$ cat config.mk
export PLATFORM = sky130hd
export DESIGN_NAME = sfp_array
export DESIGN_NICKNAME = d
export VERILOG_FILES = /design/src/rtl/sfp_pkg.sv /design/src/rtl/sfp_lane.sv /design/src/rtl/sfp_array.sv
export SDC_FILE = /design/constraint.sdc
export NUM_CORES = 1
export LEC_CHECK = 0
export BUFFER_PORTS_ARGS = -buffer_cell sky130_fd_sc_hd__buf_4
export CAP_MARGIN = 15
export CORE_MARGIN = 3
export CORE_UTILIZATION = 57
export DETAILED_ROUTE_END_ITERATION = 6
export GPL_ROUTABILITY_DRIVEN = 0
export GPL_TIMING_DRIVEN = 1
export PLACE_DENSITY = 0.87
export SYNTH_ARGS = -nofsm -noshare
export SYNTH_HDL_FRONTEND = slang
export SYNTH_HIERARCHICAL = 1
export SYNTH_SLANG_ARGS = --single-unit
export TNS_END_PERCENT = 1
$ cat constraint.sdc
create_clock -name clk -period 2.86 [get_ports clk]
set_input_delay 0.858 -clock clk [delete_from_list [all_inputs] [get_ports clk]]
set_output_delay 0.858 -clock clk [all_outputs]
set_load 0.01 [all_outputs]
$ cat src/rtl/sfp_pkg.sv
// Shared definitions for the special-function processor array:
// activation encodings and the per-beat mode bundle that travels with data.
package sfp_pkg;

   localparam logic [1:0] ACT_NONE  = 2'b00;
   localparam logic [1:0] ACT_RELU  = 2'b01;
   localparam logic [1:0] ACT_LEAKY = 2'b10;

   typedef struct packed {
      logic       passthrough;
      logic       accum;
      logic [1:0] act;
   } mode_t;

endpackage

$ cat src/rtl/sfp_lane.sv
// One channel of the SFP array: pre-activation select/add and the activation stage.
// Optional macro SFP_SAT_EN makes the accumulate add saturate instead of wrap.
module sfp_lane
   import sfp_pkg::*;
#(
   parameter int psum_bw    = 16,
   parameter int leak_shift = 3
) (
   input  logic [psum_bw-1:0] psum,
   input  logic [psum_bw-1:0] ofifo,
   input  logic               passthrough,
   input  logic               accum,
   output logic [psum_bw-1:0] pre,
   input  logic [psum_bw-1:0] pre_q,
   input  logic               bypass_q,
   input  logic [1:0]         act_q,
   output logic [psum_bw-1:0] result
);

   logic [psum_bw-1:0] sum_sel;
   logic [psum_bw-1:0] leaky_v;

`ifdef SFP_SAT_EN
   logic [psum_bw:0] sum_ext;

   // Overflow shows as the two top bits of the sign-extended sum disagreeing.
   always_comb begin
      sum_ext = {psum[psum_bw-1], psum} + {ofifo[psum_bw-1], ofifo};
      if (sum_ext[psum_bw] != sum_ext[psum_bw-1])
         sum_sel = sum_ext[psum_bw] ? {1'b1, {(psum_bw-1){1'b0}}}
                                    : {1'b0, {(psum_bw-1){1'b1}}};
      else
         sum_sel = sum_ext[psum_bw-1:0];
   end
`else
   assign sum_sel = psum + ofifo;
`endif

   always_comb begin
      if (passthrough)
         pre = ofifo;
      else if (accum)
         pre = sum_sel;
      else
         pre = psum;
   end

   assign leaky_v = $signed(pre_q) >>> leak_shift;

   always_comb begin
      result = pre_q;
      if (!bypass_q) begin
         case (act_q)
            ACT_RELU:  result = pre_q[psum_bw-1] ? '0 : pre_q;
            ACT_LEAKY: result = pre_q[psum_bw-1] ? leaky_v : pre_q;
            default:   result = pre_q;
         endcase
      end
   end

endmodule

$ cat src/rtl/sfp_array.sv
// Multi-channel pipelined special-function processor: two register stages with
// valid/ready backpressure and a hand-off beat counter. SFP_SAT_EN selects saturating add.
module sfp_array
   import sfp_pkg::*;
#(
   parameter int col        = 8,
   parameter int psum_bw    = 16,
   parameter int leak_shift = 3,
   parameter int cnt_bw     = 16
) (
   input  logic                   clk,
   input  logic                   reset_n,
   input  logic                   in_valid,
   output logic                   in_ready,
   input  logic [col*psum_bw-1:0] psum_in,
   input  logic [col*psum_bw-1:0] ofifo_in,
   input  logic                   passthrough,
   input  logic                   accum,
   input  logic [1:0]             act,
   output logic                   out_valid,
   input  logic                   out_ready,
   output logic [col*psum_bw-1:0] sfp_out,
   output logic [cnt_bw-1:0]      beat_cnt,
   input  logic                   cnt_clr
);

   mode_t                  in_mode;
   logic                   en;
   logic [col*psum_bw-1:0] pre_flat;
   logic [col*psum_bw-1:0] res_flat;

   logic                   s1_valid;
   logic                   s1_pt;
   logic [1:0]             s1_act;
   logic [col*psum_bw-1:0] s1_data;

   assign in_mode = '{passthrough: passthrough, accum: accum, act: act};

   // NOTE: in_ready is combinational from out_ready so a full pipe can accept
   // and hand off in the same cycle; the upstream must not loop in_ready into out_ready.
   assign en       = !out_valid || out_ready;
   assign in_ready = en;

   for (genvar k = 0; k < col; k++) begin : g_lane
      sfp_lane #(
         .psum_bw    (psum_bw),
         .leak_shift (leak_shift)
      ) u_lane (
         .psum        (psum_in[k*psum_bw +: psum_bw]),
         .ofifo       (ofifo_in[k*psum_bw +: psum_bw]),
         .passthrough (in_mode.passthrough),
         .accum       (in_mode.accum),
         .pre         (pre_flat[k*psum_bw +: psum_bw]),
         .pre_q       (s1_data[k*psum_bw +: psum_bw]),
         .bypass_q    (s1_pt),
         .act_q       (s1_act),
         .result      (res_flat[k*psum_bw +: psum_bw])
      );
   end

   // NOTE: all state uses non-blocking assignments so every stage samples the
   // previous-cycle value of the stage ahead of it.
   always_ff @(posedge clk or negedge reset_n) begin
      if (!reset_n) begin
         s1_valid <= 1'b0;
         s1_pt    <= 1'b0;
         s1_act   <= ACT_NONE;
         s1_data  <= '0;
      end else if (en) begin
         s1_valid <= in_valid;
         if (in_valid) begin
            s1_pt   <= in_mode.passthrough;
            s1_act  <= in_mode.act;
            s1_data <= pre_flat;
         end
      end
   end

   always_ff @(posedge clk or negedge reset_n) begin
      if (!reset_n) begin
         out_valid <= 1'b0;
         sfp_out   <= '0;
      end else if (en) begin
         out_valid <= s1_valid;
         if (s1_valid)
            sfp_out <= res_flat;
      end
   end

   // Clear wins over a simultaneous hand-off.
   always_ff @(posedge clk or negedge reset_n) begin
      if (!reset_n)
         beat_cnt <= '0;
      else if (cnt_clr)
         beat_cnt <= '0;
      else if (out_valid && out_ready)
         beat_cnt <= beat_cnt + cnt_bw'(1);
   end

endmodule
==> flow_metrics.env <==
export IMPL_grt_util_met3=0.04900
export IMPL_use_met2=0.5424
export IMPL_ys_flop_type="dfrtp_1"
export IMPL_grt_max_degree=74
export IMPL_tightest_slew_ns=0.9799
export IMPL_syn_cell_area_um2=21060
export IMPL_grt_antenna_before_repair=0
export IMPL_grt_usage=0.3085
export IMPL_cts_root_buf="clkbuf_16"
export IMPL_slew_headroom=0.3467
export IMPL_setup_viol=0
export IMPL_p_leak_nw=12.30
export IMPL_place_area_um2=25310
export IMPL_place_inst=3223
export IMPL_yosysTopAreaCellShare=0.3292
export IMPL_hpwl_um=48890
export IMPL_vias=20310
export IMPL_design_area_um2=26340
export IMPL_hold_class="primary input to async pin"
export IMPL_slew_viol_final=0
export IMPL_die_area_um2=39290
export IMPL_ys_async_sr_fraction=1.000
export IMPL_crit_arrival_ns=3.13
export IMPL_nNetsFinal=3203
export IMPL_overflow=0
export IMPL_routed_wl_um=64120
export IMPL_hold_ws_ns=0.3244
export IMPL_cts_buffers=29
export IMPL_clk_latency_ns=0.54
export IMPL_hold_violations=0
export IMPL_drive_gt1_frac=0.3260
export IMPL_power_density_nw_per_um2=678.9
export IMPL_cts_hold_buf=0
export IMPL_yosysTopAreaCell="dfrtp_1"
export IMPL_layout_common_cells="519 x buf_4, 386 x nand2_1, 277 x dfrtp_1, 264 x mux2_2, 223 x a21oi_1"
export IMPL_first_iter_violations=1333
export IMPL_layout_commonest_cell="buf_4"
export IMPL_post_cts_buffers=0
export IMPL_grt_pass1_vias=20270
export IMPL_drc_errors=0
export IMPL_fin_skew_ns=0.01425
export IMPL_worstSetupPathType="primary input to flop"
export IMPL_synthCells=2334
export IMPL_cts_tree="done"
export IMPL_run_status="completed"
export IMPL_final_fill_count=2435
export IMPL_busiest_layer="met2"
export IMPL_synth_edff_count=0
export IMPL_syn_area_per_cell_um2=9.023
export IMPL_period_share=0.9441
export IMPL_ys_warn_count=6
export IMPL_syn_to_final_growth_pct=25.10
export IMPL_htree_levels=1
export IMPL_fin_cells=3274
export IMPL_cts_clk_slew_worst_paths_ns=0.07
export IMPL_cp_start_kind="primary input"
export IMPL_fin_tns_setup_ns=0
export IMPL_clkSinkCount=277
export IMPL_vias_per_cell=6.204
export IMPL_core_area_um2=36000
export IMPL_p_total_mw=17.88
export IMPL_ys_seq_area_frac=0.3292
export IMPL_fin_util=0.7318
export IMPL_ys_top_cells_by_area="dfrtp_1 33%, mux2_2 14%, ha_1 8.1%, nand2_1 6.9%, a21oi_1 5.3%"
export IMPL_place_ws_ns=-0.3375
export IMPL_antenna_cells=0
export IMPL_required_ns=3.29
export IMPL_drtPass1Iterations=7
export IMPL_fp_dieW_um=198.2
export IMPL_top_level_ports=411
export IMPL_clk_path_buf_depth=3
export IMPL_die_h_um=198.2
export IMPL_fp_row_count=69
export IMPL_synth_cell_types=74
export IMPL_routedWlPerCell_um=19.58
export IMPL_grt_pass1_wl_um=99740
export IMPL_peakVddDrop_v=0.0004134
export IMPL_fmax_mhz=370.4
export IMPL_port_buffers=410
export IMPL_synth_seq_cells=277
export IMPL_rsz0062_at_grt="false"
export IMPL_drv_cap=0
export IMPL_crit_path_end_kind="flop"
export IMPL_finalWorstSetupSlack_ns=0.1600
export IMPL_synth_fp_nets=2744
export IMPL_grt_met1_usage=0.3704
export IMPL_ant_nets=0
export IMPL_final_min_clock_period_ns=2.700
export IMPL_initial_core_util=0.5850
export IMPL_cts_resized=0
export IMPL_critPathMaxFanout=3
==> kinds of logic after synthesis <==
logic type,after synthesis,share of synthesized area
compound gates,576,0.1733
xor+xnor,85,0.03535
fa+ha+maj,145,0.08900
buf+inv,160,0.03678
flops,277,0.3292
mux,341,0.1780
simple gates,750,0.1585
==> synthesized netlist by cell type, types with 13 or more instances <==
library cell and count:
a211oi_1 13, a21o_1 22, a21oi_1 223, a22oi_1 38
buf_2 43, buf_6 16, clkbuf_1 50, dfrtp_1 277
ha_1 137, inv_1 51, mux2_2 264, mux2i_1 76
nand2_1 388, nand3_1 42, nand3b_1 19, nand4_1 18
nor2_1 156, nor3_1 42, o21ai_0 111, o21ai_1 42
or3_1 13, xnor2_1 64, xor2_1 21
==> metal layers <==
layer | part of all wire | routed length, um | vias to the layer above
met5 | 0 | 0 | -
met4 | 0.052 | 3308 | 0
met3 | 0.084 | 5412 | 251
met2 | 0.48 | 30970 | 1012
met1 | 0.38 | 24430 | 9754
li1 | - | - | 9296
==> worst max-delay path: stages <==
cell and delay (ns):
buf_4 0.12, ha_1 0.22, fa_1 0.42, a21o_2 0.26, a221oi_2 0.22, buf_4 0.17, o31a_1 0.20, o21ai_2 0.10
mux2i_1 0.24, a221oi_2 0.05, mux2_2 0.27
==> where the power goes <==
group / total (mW) / internal (mW) / switching [mW] / leakage [nW]
registers: 6.25 / 5.23 / 1.02 / 3.39
clock network: 4.08 / 2.48 / 1.61 / 0.498
logic: 7.55 / 3.79 / 3.76 / 8.41
==> layout make-up <==
type	instances	area (um2)	area share
Clock buffer	33	770.7	0.02926
Clock inverter	18	261.5	0.009926
Inverter	51	191.4	0.007267
Multi-Input combinational cell	1897	13380	0.5078
Sequential cell	277	6932	0.2631
Tap cell	461	576.8	0.02190
Timing Repair Buffer	537	4234	0.1607
==> path summary, 6_finish.rpt <==
| path | start | end | slack [ns] | depth (start not counted) |
|---|---|---|---|---|
| max in group asynchronous | reset_n | s1_data[23]$_DFFE_PN0P_ | 1.82 | 2 |
| worst max-delay path | psum_in[112] | s1_data[124]$_DFFE_PN0P_ | 0.16 | 11 |
| worst min register to register | sfp_out[53]$_DFFE_PN0P_ | sfp_out[53]$_DFFE_PN0P_ | 0.51 | 1 |
| min in group clk | sfp_out[53]$_DFFE_PN0P_ | sfp_out[53]$_DFFE_PN0P_ | 0.51 | 1 |
| worst max register to register | s1_act[0]$_DFFE_PN0P_ | sfp_out[48]$_DFFE_PN0P_ | 0.31 | 7 |
| worst min-delay path | reset_n | s1_data[78]$_DFFE_PN0P_ | 0.32 | 1 |
==> flip-flops by register name (all words and copies together) (netlist names) <==
name and flops:
s1_data 128, sfp_out 128, beat_cnt 16, s1_act 2, out_valid 1, s1_pt 1, s1_valid 1
(Power assumes the default switching activity.)
